File: src/rtl/mw_wb_stage_pkg.sv
// ---------------------------------------------------------------------------
// mw_wb_stage_pkg
// Shared pipeline package: write-back source and load-type encodings plus the
// reset PC. The D/E/M stages import the same definitions so every stage
// agrees on the control-field encodings carried down the pipe.
// ---------------------------------------------------------------------------
package mw_wb_stage_pkg;

    // PC loaded into the W-stage PC register on reset.
    localparam logic [31:0] PKG_RESET_PC = 32'h0000_3000;

    // Write-back source select. WB_RSVD behaves like WB_ALU.
    typedef enum logic [1:0] {
        WB_ALU  = 2'd0,
        WB_MEM  = 2'd1,
        WB_PC8  = 2'd2,
        WB_RSVD = 2'd3
    } wb_sel_e;

    // Load type. Codes 5-7 are unused and behave like LD_LW.
    typedef enum logic [2:0] {
        LD_LW  = 3'd0,
        LD_LB  = 3'd1,
        LD_LBU = 3'd2,
        LD_LH  = 3'd3,
        LD_LHU = 3'd4
    } ld_type_e;

endpackage : mw_wb_stage_pkg

File: src/rtl/mw_wb_stage_load_ext.sv
// ---------------------------------------------------------------------------
// load_ext
// Purely combinational load extender. Selects the byte/half/word addressed by
// the low address bits out of an aligned memory word, sign- or zero-extends
// it, and reports whether the access was misaligned for its width.
//
// Ports
//   word     in  32  raw aligned data-memory word
//   offset   in   2  byte offset within the word (address bits [1:0])
//   ld_type  in   3  load type (ld_type_e; 5-7 behave as lw)
//   data     out 32  extended load result
//   misalign out  1  lw with offset!=0, or lh/lhu with offset[0]=1
// ---------------------------------------------------------------------------
module load_ext
    import mw_wb_stage_pkg::*;
(
    input  logic [31:0] word,
    input  logic [1:0]  offset,
    input  logic [2:0]  ld_type,
    output logic [31:0] data,
    output logic        misalign
);

    logic [7:0]  byte_sel;
    logic [15:0] half_sel;

    always_comb begin
        // NOTE: every output gets a default before the case so no path
        // leaves it unassigned; otherwise synthesis infers a latch.
        data     = word;
        misalign = 1'b0;

        byte_sel = word[{offset, 3'b000} +: 8];
        // Halfword select uses offset[1] only; an odd offset is flagged below.
        half_sel = offset[1] ? word[31:16] : word[15:0];

        case (ld_type)
            LD_LB:  data = {{24{byte_sel[7]}}, byte_sel};
            LD_LBU: data = {24'h0, byte_sel};
            LD_LH: begin
                data     = {{16{half_sel[15]}}, half_sel};
                misalign = offset[0];
            end
            LD_LHU: begin
                data     = {16'h0, half_sel};
                misalign = offset[0];
            end
            default: begin
                data     = word;
                misalign = (offset != 2'b00);
            end
        endcase
    end

endmodule : load_ext

File: src/rtl/mw_wb_stage.sv
// ---------------------------------------------------------------------------
// mw_wb_stage
// M->W pipeline register plus write-back data path. Captures the M-stage slot
// every cycle (no stall), forms the register-file write from the W registers
// combinationally, suppresses misaligned loads and counts retired
// instructions.
//
// Ports
//   clk        in   1  clock, all state updates on posedge
//   reset      in   1  asynchronous, active-high reset
//   valid_m    in   1  M slot holds a real instruction
//   pc_m       in  32  PC of the M instruction
//   alu_m      in  32  ALU result; [1:0] is the load byte offset
//   dm_rdata_m in  32  raw aligned data-memory word
//   rf_we_m    in   1  instruction writes a GPR
//   a3_m       in   5  destination GPR index
//   wb_sel_m   in   2  write-back source (wb_sel_e)
//   ld_type_m  in   3  load type (ld_type_e)
//   rf_we      out  1  register-file write enable
//   rf_a3      out  5  register-file write index
//   rf_wd      out 32  register-file write data
//   wpc        out 32  PC of the W instruction
//   fwd_valid  out  1  rf_wd forwardable (rf_we=1 and rf_a3!=0)
//   misalign   out  1  W load misaligned, write suppressed
//   retired    out 32  valid instructions that have left W (wraps)
// ---------------------------------------------------------------------------
module mw_wb_stage
    import mw_wb_stage_pkg::*;
#(
    parameter logic [31:0] RESET_PC = PKG_RESET_PC
) (
    input  logic        clk,
    input  logic        reset,
    input  logic        valid_m,
    input  logic [31:0] pc_m,
    input  logic [31:0] alu_m,
    input  logic [31:0] dm_rdata_m,
    input  logic        rf_we_m,
    input  logic [4:0]  a3_m,
    input  logic [1:0]  wb_sel_m,
    input  logic [2:0]  ld_type_m,
    output logic        rf_we,
    output logic [4:0]  rf_a3,
    output logic [31:0] rf_wd,
    output logic [31:0] wpc,
    output logic        fwd_valid,
    output logic        misalign,
    output logic [31:0] retired
);

    // W-stage registers.
    logic        valid_q,   valid_d;
    logic [31:0] pc_q,      pc_d;
    logic [31:0] alu_q,     alu_d;
    logic [31:0] rdata_q,   rdata_d;
    logic        rf_we_q,   rf_we_d;
    logic [4:0]  a3_q,      a3_d;
    logic [1:0]  wb_sel_q,  wb_sel_d;
    logic [2:0]  ld_type_q, ld_type_d;
    logic [31:0] retired_q, retired_d;

    logic [31:0] ld_data;
    logic        ld_misalign;

    // Next-state: unconditional capture of the M slot; the counter advances
    // for the instruction currently leaving W.
    always_comb begin
        valid_d   = valid_m;
        pc_d      = pc_m;
        alu_d     = alu_m;
        rdata_d   = dm_rdata_m;
        rf_we_d   = rf_we_m;
        a3_d      = a3_m;
        wb_sel_d  = wb_sel_m;
        ld_type_d = ld_type_m;
        retired_d = retired_q + {31'h0, valid_q};
    end

    // NOTE: state is updated with non-blocking assignments so every flop
    // samples the pre-edge value of the others.
    always_ff @(posedge clk or posedge reset) begin
        if (reset) begin
            valid_q   <= 1'b0;
            pc_q      <= RESET_PC;
            alu_q     <= 32'h0;
            rdata_q   <= 32'h0;
            rf_we_q   <= 1'b0;
            a3_q      <= 5'h0;
            wb_sel_q  <= WB_ALU;
            ld_type_q <= LD_LW;
            retired_q <= 32'h0;
        end else begin
            valid_q   <= valid_d;
            pc_q      <= pc_d;
            alu_q     <= alu_d;
            rdata_q   <= rdata_d;
            rf_we_q   <= rf_we_d;
            a3_q      <= a3_d;
            wb_sel_q  <= wb_sel_d;
            ld_type_q <= ld_type_d;
            retired_q <= retired_d;
        end
    end

    load_ext u_load_ext (
        .word     (rdata_q),
        .offset   (alu_q[1:0]),
        .ld_type  (ld_type_q),
        .data     (ld_data),
        .misalign (ld_misalign)
    );

    // Write-back mux and write qualification, all from W registers so the
    // data is stable for the whole cycle ahead of the RF write edge.
    always_comb begin
        case (wb_sel_q)
            WB_MEM:  rf_wd = ld_data;
            WB_PC8:  rf_wd = pc_q + 32'd8;
            default: rf_wd = alu_q;
        endcase

        // Only memory write-backs can be misaligned.
        misalign  = (wb_sel_q == WB_MEM) && ld_misalign;
        rf_we     = valid_q && rf_we_q && !misalign;
        // Index 0 still writes (the RF drops it) but is never forwarded.
        fwd_valid = rf_we && (a3_q != 5'd0);
    end

    assign rf_a3   = a3_q;
    assign wpc     = pc_q;
    assign retired = retired_q;

endmodule : mw_wb_stage

File: config.mk
export PLATFORM = sky130hd
export DESIGN_NAME = mw_wb_stage
export DESIGN_NICKNAME = d
export VERILOG_FILES = /design/src/rtl/mw_wb_stage_pkg.sv /design/src/rtl/mw_wb_stage_load_ext.sv /design/src/rtl/mw_wb_stage.sv
export SDC_FILE = /design/constraint.sdc
export NUM_CORES = 1
export LEC_CHECK = 0
export CAP_MARGIN = 20
export CORE_ASPECT_RATIO = 2
export CORE_MARGIN = 2
export CORE_UTILIZATION = 45
export DETAILED_ROUTE_END_ITERATION = 10
export PLACE_DENSITY = 0.81
export SLEW_MARGIN = 10
export SYNTH_ARGS = -nofsm -noshare
export SYNTH_HDL_FRONTEND = slang
export SYNTH_SLANG_ARGS = --single-unit
File: constraint.sdc
create_clock -name clk -period 5.7 [get_ports clk]
set_input_delay 1.14 -clock clk [delete_from_list [all_inputs] [get_ports clk]]
set_output_delay 1.14 -clock clk [all_outputs]
set_load 0.005 [all_outputs]
==> results of run 1 <==
-- through the flow --
stage | instances | total power (uW) | worst slack [ns] | cell area (um2) | utilization, %
after global routing | 902 | 2780 | 0.999 | 8830 | 68.3
final | 902 | 2680 | 1.16 | 8830 | 68.3
after floorplan | 515 | 1280 | 0.810 | 5930 | -
after detailed placement | 867 | 1560 | 1.61 | 8210 | 63.6
after global placement | 867 | 1550 | 1.68 | 8210 | 63.6
after CTS | 899 | 2700 | 1.15 | 8820 | 68.3
-- Yosys cell counts (2+ instances only) --
cell type  number
a211oi_1        4
a21oi_1         6
a221o_1         2
a221oi_1       10
a22oi_1         9
a2bb2oi_1       4
and3_1          7
and4_1          7
buf_2           2
clkbuf_1       12
dfrtp_1       138
dfstp_2         2
ha_1            5
inv_1          22
mux2i_1         8
nand2_1        44
nand2b_1        6
nand3_1        22
nand4_1        14
nor2_1         44
nor2b_1         4
nor3_1          4
nor4_1          6
nor4_4          2
o211ai_1        9
o21a_1          3
o21ai_0        17
o221ai_1       15
o311ai_0        2
or2_2           2
xnor2_1        35
xor2_1         23
-- routing by layer --
layer / vias up / global-route usage, %
met4: 0 / 21.3
met3: 91 / 7.95
met1: 2561 / 28.6
met5: - / 0
met2: 259 / 53.2
li1: 2276 / -
-- how the worst min path moves through the flow --
| stage | startpoint | depth (start not counted) | endpoint | slack [ns] |
|---|---|---|---|---|
| after floorplan | valid_q | 1 | retired[0] | 0.46 |
| after global placement | retired[31] | 1 | retired[31] | 0.47 |
| after detailed placement | retired[31] | 1 | retired[31] | 0.48 |
| after CTS | retired[31] | 1 | retired[31] | 0.49 |
| after global routing | retired[31] | 1 | retired[31] | 0.49 |
| final | retired[31] | 1 | retired[31] | 0.50 |
-- cell usage in the layout (no fill, tap or decap), types with 4 or more instances in the layout --
master           instances
a211oi_1                 4
a21oi_1                  6
a221oi_1                10
a22oi_1                  9
a2bb2oi_1                4
and3_1                   7
and4_1                   7
buf_4                    4
clkbuf_16               17
clkdlybuf4s50_1        213
dfrtp_1                138
ha_1                     5
inv_1                   21
inv_8                    6
mux2i_1                  8
nand2_1                 44
nand2b_1                 6
nand3_1                 22
nand4_1                 14
nor2_1                  44
nor2b_1                  4
nor3_1                   4
nor4_1                   6
o211ai_1                 9
o21ai_0                 17
o221ai_1                15
xnor2_1                 34
xor2_1                  23
-- state kept, by name (all words and copies together) (netlist names) --
register	count
wpc	32
rdata_q	32
retired	32
rf_a3	5
alu_q	32
rf_we_q	1
valid_q	1
ld_type_q	3
wb_sel_q	2
-- power by group through the flow --
| stage | Combinational (uW) | Sequential [uW] | Clock, uW |
|---|---|---|---|
| 2_1_floorplan | 154 | 1120 | 0 |
| 3_3_place_gp | 408 | 1140 | 0 |
| 3_5_place_dp | 417 | 1140 | 0 |
| 4_1_cts | 422 | 1130 | 1150 |
| 5_1_grt | 449 | 1130 | 1200 |
| 6_report | 419 | 1130 | 1130 |
-- logic make-up after synthesis --
kind of cell               Yosys count  share of synthesized area [%]
and+or+nand+nor                    171                           14.8
DFF                                140                           59.2
AOI/OAI and AO/OA                   92                           11.8
xor gates and xnor gates            58                           8.57
buffers and inverters               39                           2.70
muxes                               10                           1.92
adders and majority gates            5                           1.06
-- layout make-up --
class	instances	area, um2
diodes	3	7.51
clock buffers	18	429
clock inverters	14	178
fillers	930	4090
inverters	22	87.6
multi-input cells	336	2270
flip-flops and latches	140	3510
well taps	152	190
repair buffers	217	2160
==> reports/results.tsv, run 1 <==
stage	metric	value	unit
status	status	complete, no violations	
yosys	synth_area_leaders	dfrtp_1, xnor2_1, xor2_1, nand2_1, nor2_1	
yosys	ys_async_sr_fraction	100	%
placement	gp_congestion	1.01	
yosys	syn_nets	630	
detailed_routing	top_layer_used	met4	
grt	grt_pass1_wl	31600	um
detailed_routing	drt_first_pass_iters	5	
yosys	synth_edf_count	0	
yosys	avgSynthCellArea	11.5	um2
clock_tree	ctsResizeCount	0	
critical_path	start_kind	flip-flop	
power_and_ir_drop	p_clk_share	42.3	%
critical_path	critical_path_required	4.56	ns
critical_path	path_buf_inv	1	
power_and_ir_drop	p_seq_share	42.1	%
clock_tree	clkLatencyLatePin	0.42	ns
grt	grt_pass1_vias	5656	
die	ios	214	
grt	globalRoute.totalOverflow	0	
detailed_routing	drtAntennaViolNets	0	
detailed_routing	vias_per_cell	5.75	
grt	grt_max_degree	102	
critical_path	cp-startpoint	alu_q[1]	
sta	fin_skew	0.00633	ns
sta	finalHoldViolations	0	
clock_tree	cts_setup_buffers	0	
critical_path	worst-path-stages	6	
sta	tightest_slew	0.887	ns
yosys	synth_top_area_share	58.3	%
critical_path	setup.worst_path.end	rf_wd[29]	
clock_tree	root_buffer	clkbuf_16	
sta	fin_crit	4.54	ns
clock_tree	clk_pin_slew	0.07	ns
die	dieHeight	166	um
critical_path	slowest_delay	0.84	ns
power_and_ir_drop	power_density	304	nW/um2
sta	hold_slack	0.496	ns
grt	track_usage	29.9	%
final_layout	drive_gt1_share	6.83	%
critical_path	slowest_stage	dfrtp_1	
critical_path	rr_worst_depth	7	
sta	timing.final.crit_share	79.6	%
min_path	hold_class	flip-flop to flip-flop	
clock_tree	cts_hold_buffers	0	
yosys	ys_seq_area_share	59.2	%
detailed_routing	vias	5187	
power_and_ir_drop	switching_share	26.6	%
die	design.core.area	12900	um2
clock_tree	cts.sinks	140	
sta	maxSlewViolCount	0	
job	cap_violations	0	
clock_tree	numCtsBuffers	17	
yosys	syn_area	5930	um2
sta	slew-limit-headroom	40.8	%
detailed_routing	drt-met1-wl	6550	um
yosys	synth_area_leader_cell	dfrtp_1	
sta	fin_setup_tns	0	ns
placement	dp_hpwl	15700	um
die	num_rows	59	
detailed_routing	wl_met2	11400	um
yosys	yosys_warnings	0	
critical_path	cp_top_family	flip-flops	
grt	antenna_found_initial	3	
critical_path	ff2ff_setup_slack	3.49	ns
critical_path	rr_endpoint	retired[28]	
final_layout	area_delta_synth_final	49.0	%
detailed_routing	drt-total-wl	20600	um
final_layout	nets	849	
detailed_routing	wl_met3	1150	um
yosys	synth.distinct_cells	57	
power_and_ir_drop	p_leak	0.00368	uW
sta	setup_viol	0	
die	start_util	45.9	%
critical_path	path_class	flip-flop to output pin	
die	die-area	14200	um2
clock_tree	cts_tree	built	
power_and_ir_drop	vdd_drop_max	244	uV
detailed_routing	drtIter0Drc	352	
detailed_routing	drc_errors	0	
yosys	synth_seq_cells	140	
power_and_ir_drop	p_sw	714	uW
power_and_ir_drop	p_int	1970	uW
yosys	netlist_instances	515	
clock_tree	clk_path_buf_depth	2	
sta	max_freq	220	MHz
critical_path	crit_arrival	3.40	ns
critical_path	cp_cell_sequence	mux4_2 > or3_1 > o2111ai_2 > nor2_2 > a221o_1 > clkdlybuf4s50_1	
placement	io_buffer_count	213	
detailed_routing	wl_per_cell	22.9	um
clock_tree	htreeDepth	4	
critical_path	r2r_start	retired[0]	
critical_path	crit_path_end_kind	output pin	
die	die_w	85.2	um
yosys	synth_top_flop_cell	dfrtp_1	
power_and_ir_drop	pwr-share-comb	15.6	%
sta	rsz0062_at_grt	false	
critical_path	path_max_fanout	19	
(Power assumes the default switching activity.)
==> run 2: changes to the inputs <==
==> constraint.sdc (replaced) <==
create_clock -name clk -period 4.6 [get_ports clk]
set_input_delay 0.92 -clock clk [delete_from_list [all_inputs] [get_ports clk]]
set_output_delay 0.92 -clock clk [all_outputs]
set_load 0.005 [all_outputs]
==> run 2 against run 1 <==
- core utilization fell by 0.097 points
- critical path type unchanged
- final area fell by 0.14%
- final cell count fell by 0.22%
- sequential power rose by 23%
- largest cell class unchanged
- clock power rose by 18%
- worst hold slack improved by 0.0036 ns
- largest power group unchanged
- worst setup slack got worse by 0.71 ns
- critical endpoint unchanged
==> reports/results.tsv, run 2 (synthesis results as in run 1) <==
stage	metric	value	unit	change
status	status	complete, no violations		
power_and_ir_drop	power_density	368	nW/um2	+21%
final_layout	num_antenna_cells	0		-3
clock_tree	clk_path_buf_depth	2		unchanged
clock_tree	clk_pin_slew	0.06	ns	about the same
placement	io_buffer_count	213		unchanged
detailed_routing	drt-total-wl	19800	um	-4.2%
final_layout	layout_commonest_cell	clkdlybuf4s50_1		
detailed_routing	drc_errors	0		unchanged
critical_path	r2r_start	retired[0]		
die	design.core.area	12900	um2	unchanged
min_path	whs_endpoint	retired[31]		
final_layout	fillCellCount	941		+1.2%
sta	slew-limit-headroom	43.9	%	+3.1 points
placement	gp_congestion	0.930		-8.1%
min_path	hold_class	flip-flop to flip-flop		
clock_tree	cts_hold_buffers	0		unchanged
critical_path	path_class	flip-flop to output pin		
placement	dp_hpwl	15200	um	-3.1%
clock_tree	clkLatencyLatePin	0.41	ns	about the same
job	cap_violations	0		unchanged
clock_tree	root_buffer	clkbuf_16		
clock_tree	numCtsBuffers	17		unchanged
clock_tree	cts_tree	built		
grt	track_usage	28.4	%	-1.5 points
detailed_routing	vias	5144		-0.83%
power_and_ir_drop	p_leak	0.00367	uW	-0.25%
final_layout	area_delta_synth_final	48.7	%	
clock_tree	htreeDepth	4		unchanged
critical_path	ff2ff_setup_slack	2.41	ns	-1.08 ns
sta	finalHoldViolations	0		unchanged
die	num_rows	59		unchanged
die	dieHeight	166	um	unchanged
power_and_ir_drop	vdd_drop_max	299	uV	+22%
critical_path	rr_worst_depth	7		unchanged
sta	rsz0062_at_grt	false		
die	start_util	45.9	%	unchanged
min_path	hold_depth	1		unchanged
sta	fin_skew	0.00919	ns	+0.00285 ns
detailed_routing	wl_per_cell	22.0	um	-4.0%
final_layout	final_cell_mix	clkdlybuf4s50_1, dfrtp_1, nand2_1, nor2_1, xnor2_1		
critical_path	start_kind	flip-flop		
critical_path	path_max_fanout	8		-11
grt	grt_max_degree	104		+2.0%
die	ios	214		unchanged
final_layout	fin_util	68.2	%	-0.097 points
critical_path	critical_path_required	3.68	ns	-0.88 ns
clock_tree	cts_setup_buffers	0		unchanged
sta	tightest_slew	0.839	ns	-0.0483 ns
sta	maxSlewViolCount	0		unchanged
sta	fin_setup_tns	0	ns	unchanged
detailed_routing	vias_per_cell	5.72		-0.61%
clock_tree	cts.sinks	140		unchanged
clock_tree	ctsResizeCount	0		unchanged
critical_path	rr_endpoint	retired[28]		
sta	fin_crit	4.15	ns	
die	die_w	85.2	um	unchanged
grt	grt_pass1_vias	5615		-0.72%
detailed_routing	drt_first_pass_iters	7		+2
sta	max_freq	241	MHz	
final_layout	nets	851		+0.24%
sta	timing.final.crit_share	90.1	%	
detailed_routing	drtIter0Drc	330		-6.3%
grt	antenna_found_initial	0		-3
die	die-area	14200	um2	unchanged
critical_path	crit_arrival	3.23	ns	-0.17 ns
detailed_routing	drtAntennaViolNets	0		unchanged
grt	globalRoute.totalOverflow	0		unchanged
sta	setup_viol	0		unchanged
min_path	hold_path.startpoint	retired[31]		
critical_path	crit_path_end_kind	output pin		
final_layout	drive_gt1_share	7.09	%	+0.26 points
grt	grt_pass1_wl	30500	um	-3.5%
-- run 2: per-stage QoR --
stage          hold slack (ns)  setup slack (ns)  cells  instance area [um2]  power [uW]
2_1_floorplan            0.458              1.93    515                 5930        1580
6_report                 0.500             0.453    900                 8820        3240
4_1_cts                  0.498             0.481    900                 8820        3260
5_1_grt                  0.524             0.359    900                 8820        3360
3_3_place_gp             0.468             0.965    869                 8240        1920
3_5_place_dp             0.482             0.938    869                 8240        1930
-- run 2: layer usage --
layer	share of wire, %	global-route usage (%)	vias up
met5	0	0	-
met4	6.5	18.6	0
met3	5.5	6.21	71
met2	55	51.1	231
met1	33	28.3	2561
li1	-	-	2281
-- run 2: power breakdown --
group,switching (uW),total [uW],internal [uW]
Clock,555,1330,771
Combinational,224,528,304
Sequential,81.1,1390,1310
Total,860,3240,2380
-- run 2: worst max-delay path, stage by stage (launching register included) --
cell,delay [ns]
dfrtp_1,0.48
ha_1,0.25
nand3_1,0.30
nor3_2,0.51
nand3_1,0.16
xnor2_1,0.33
a221o_1,0.26
clkdlybuf4s50_1,0.53
-- run 2: cell type report --
| cell class | count | area [um2] | area share [%] |
|---|---|---|---|
| Sequential cell | 140 | 3510 | 39.8 |
| Multi-Input combinational cell | 336 | 2270 | 25.7 |
| Timing Repair Buffer | 219 | 2190 | 24.8 |
| Clock buffer | 18 | 439 | 4.98 |
| Tap cell | 152 | 190 | 2.16 |
| Clock inverter | 13 | 136 | 1.55 |
| Inverter | 22 | 86.3 | 0.979 |
-- run 2: worst max path at each step --
stage | from | end | slack (ns) | cells past startpoint
final | wpc[3] | rf_wd[29] | 0.45 | 7
after global routing | wpc[3] | rf_wd[29] | 0.36 | 7
after global placement | wpc[3] | rf_wd[29] | 0.96 | 7
after CTS | wpc[3] | rf_wd[29] | 0.48 | 7
after floorplan | reset | alu_q[0] | 1.93 | 1
after detailed placement | wpc[3] | rf_wd[29] | 0.94 | 7
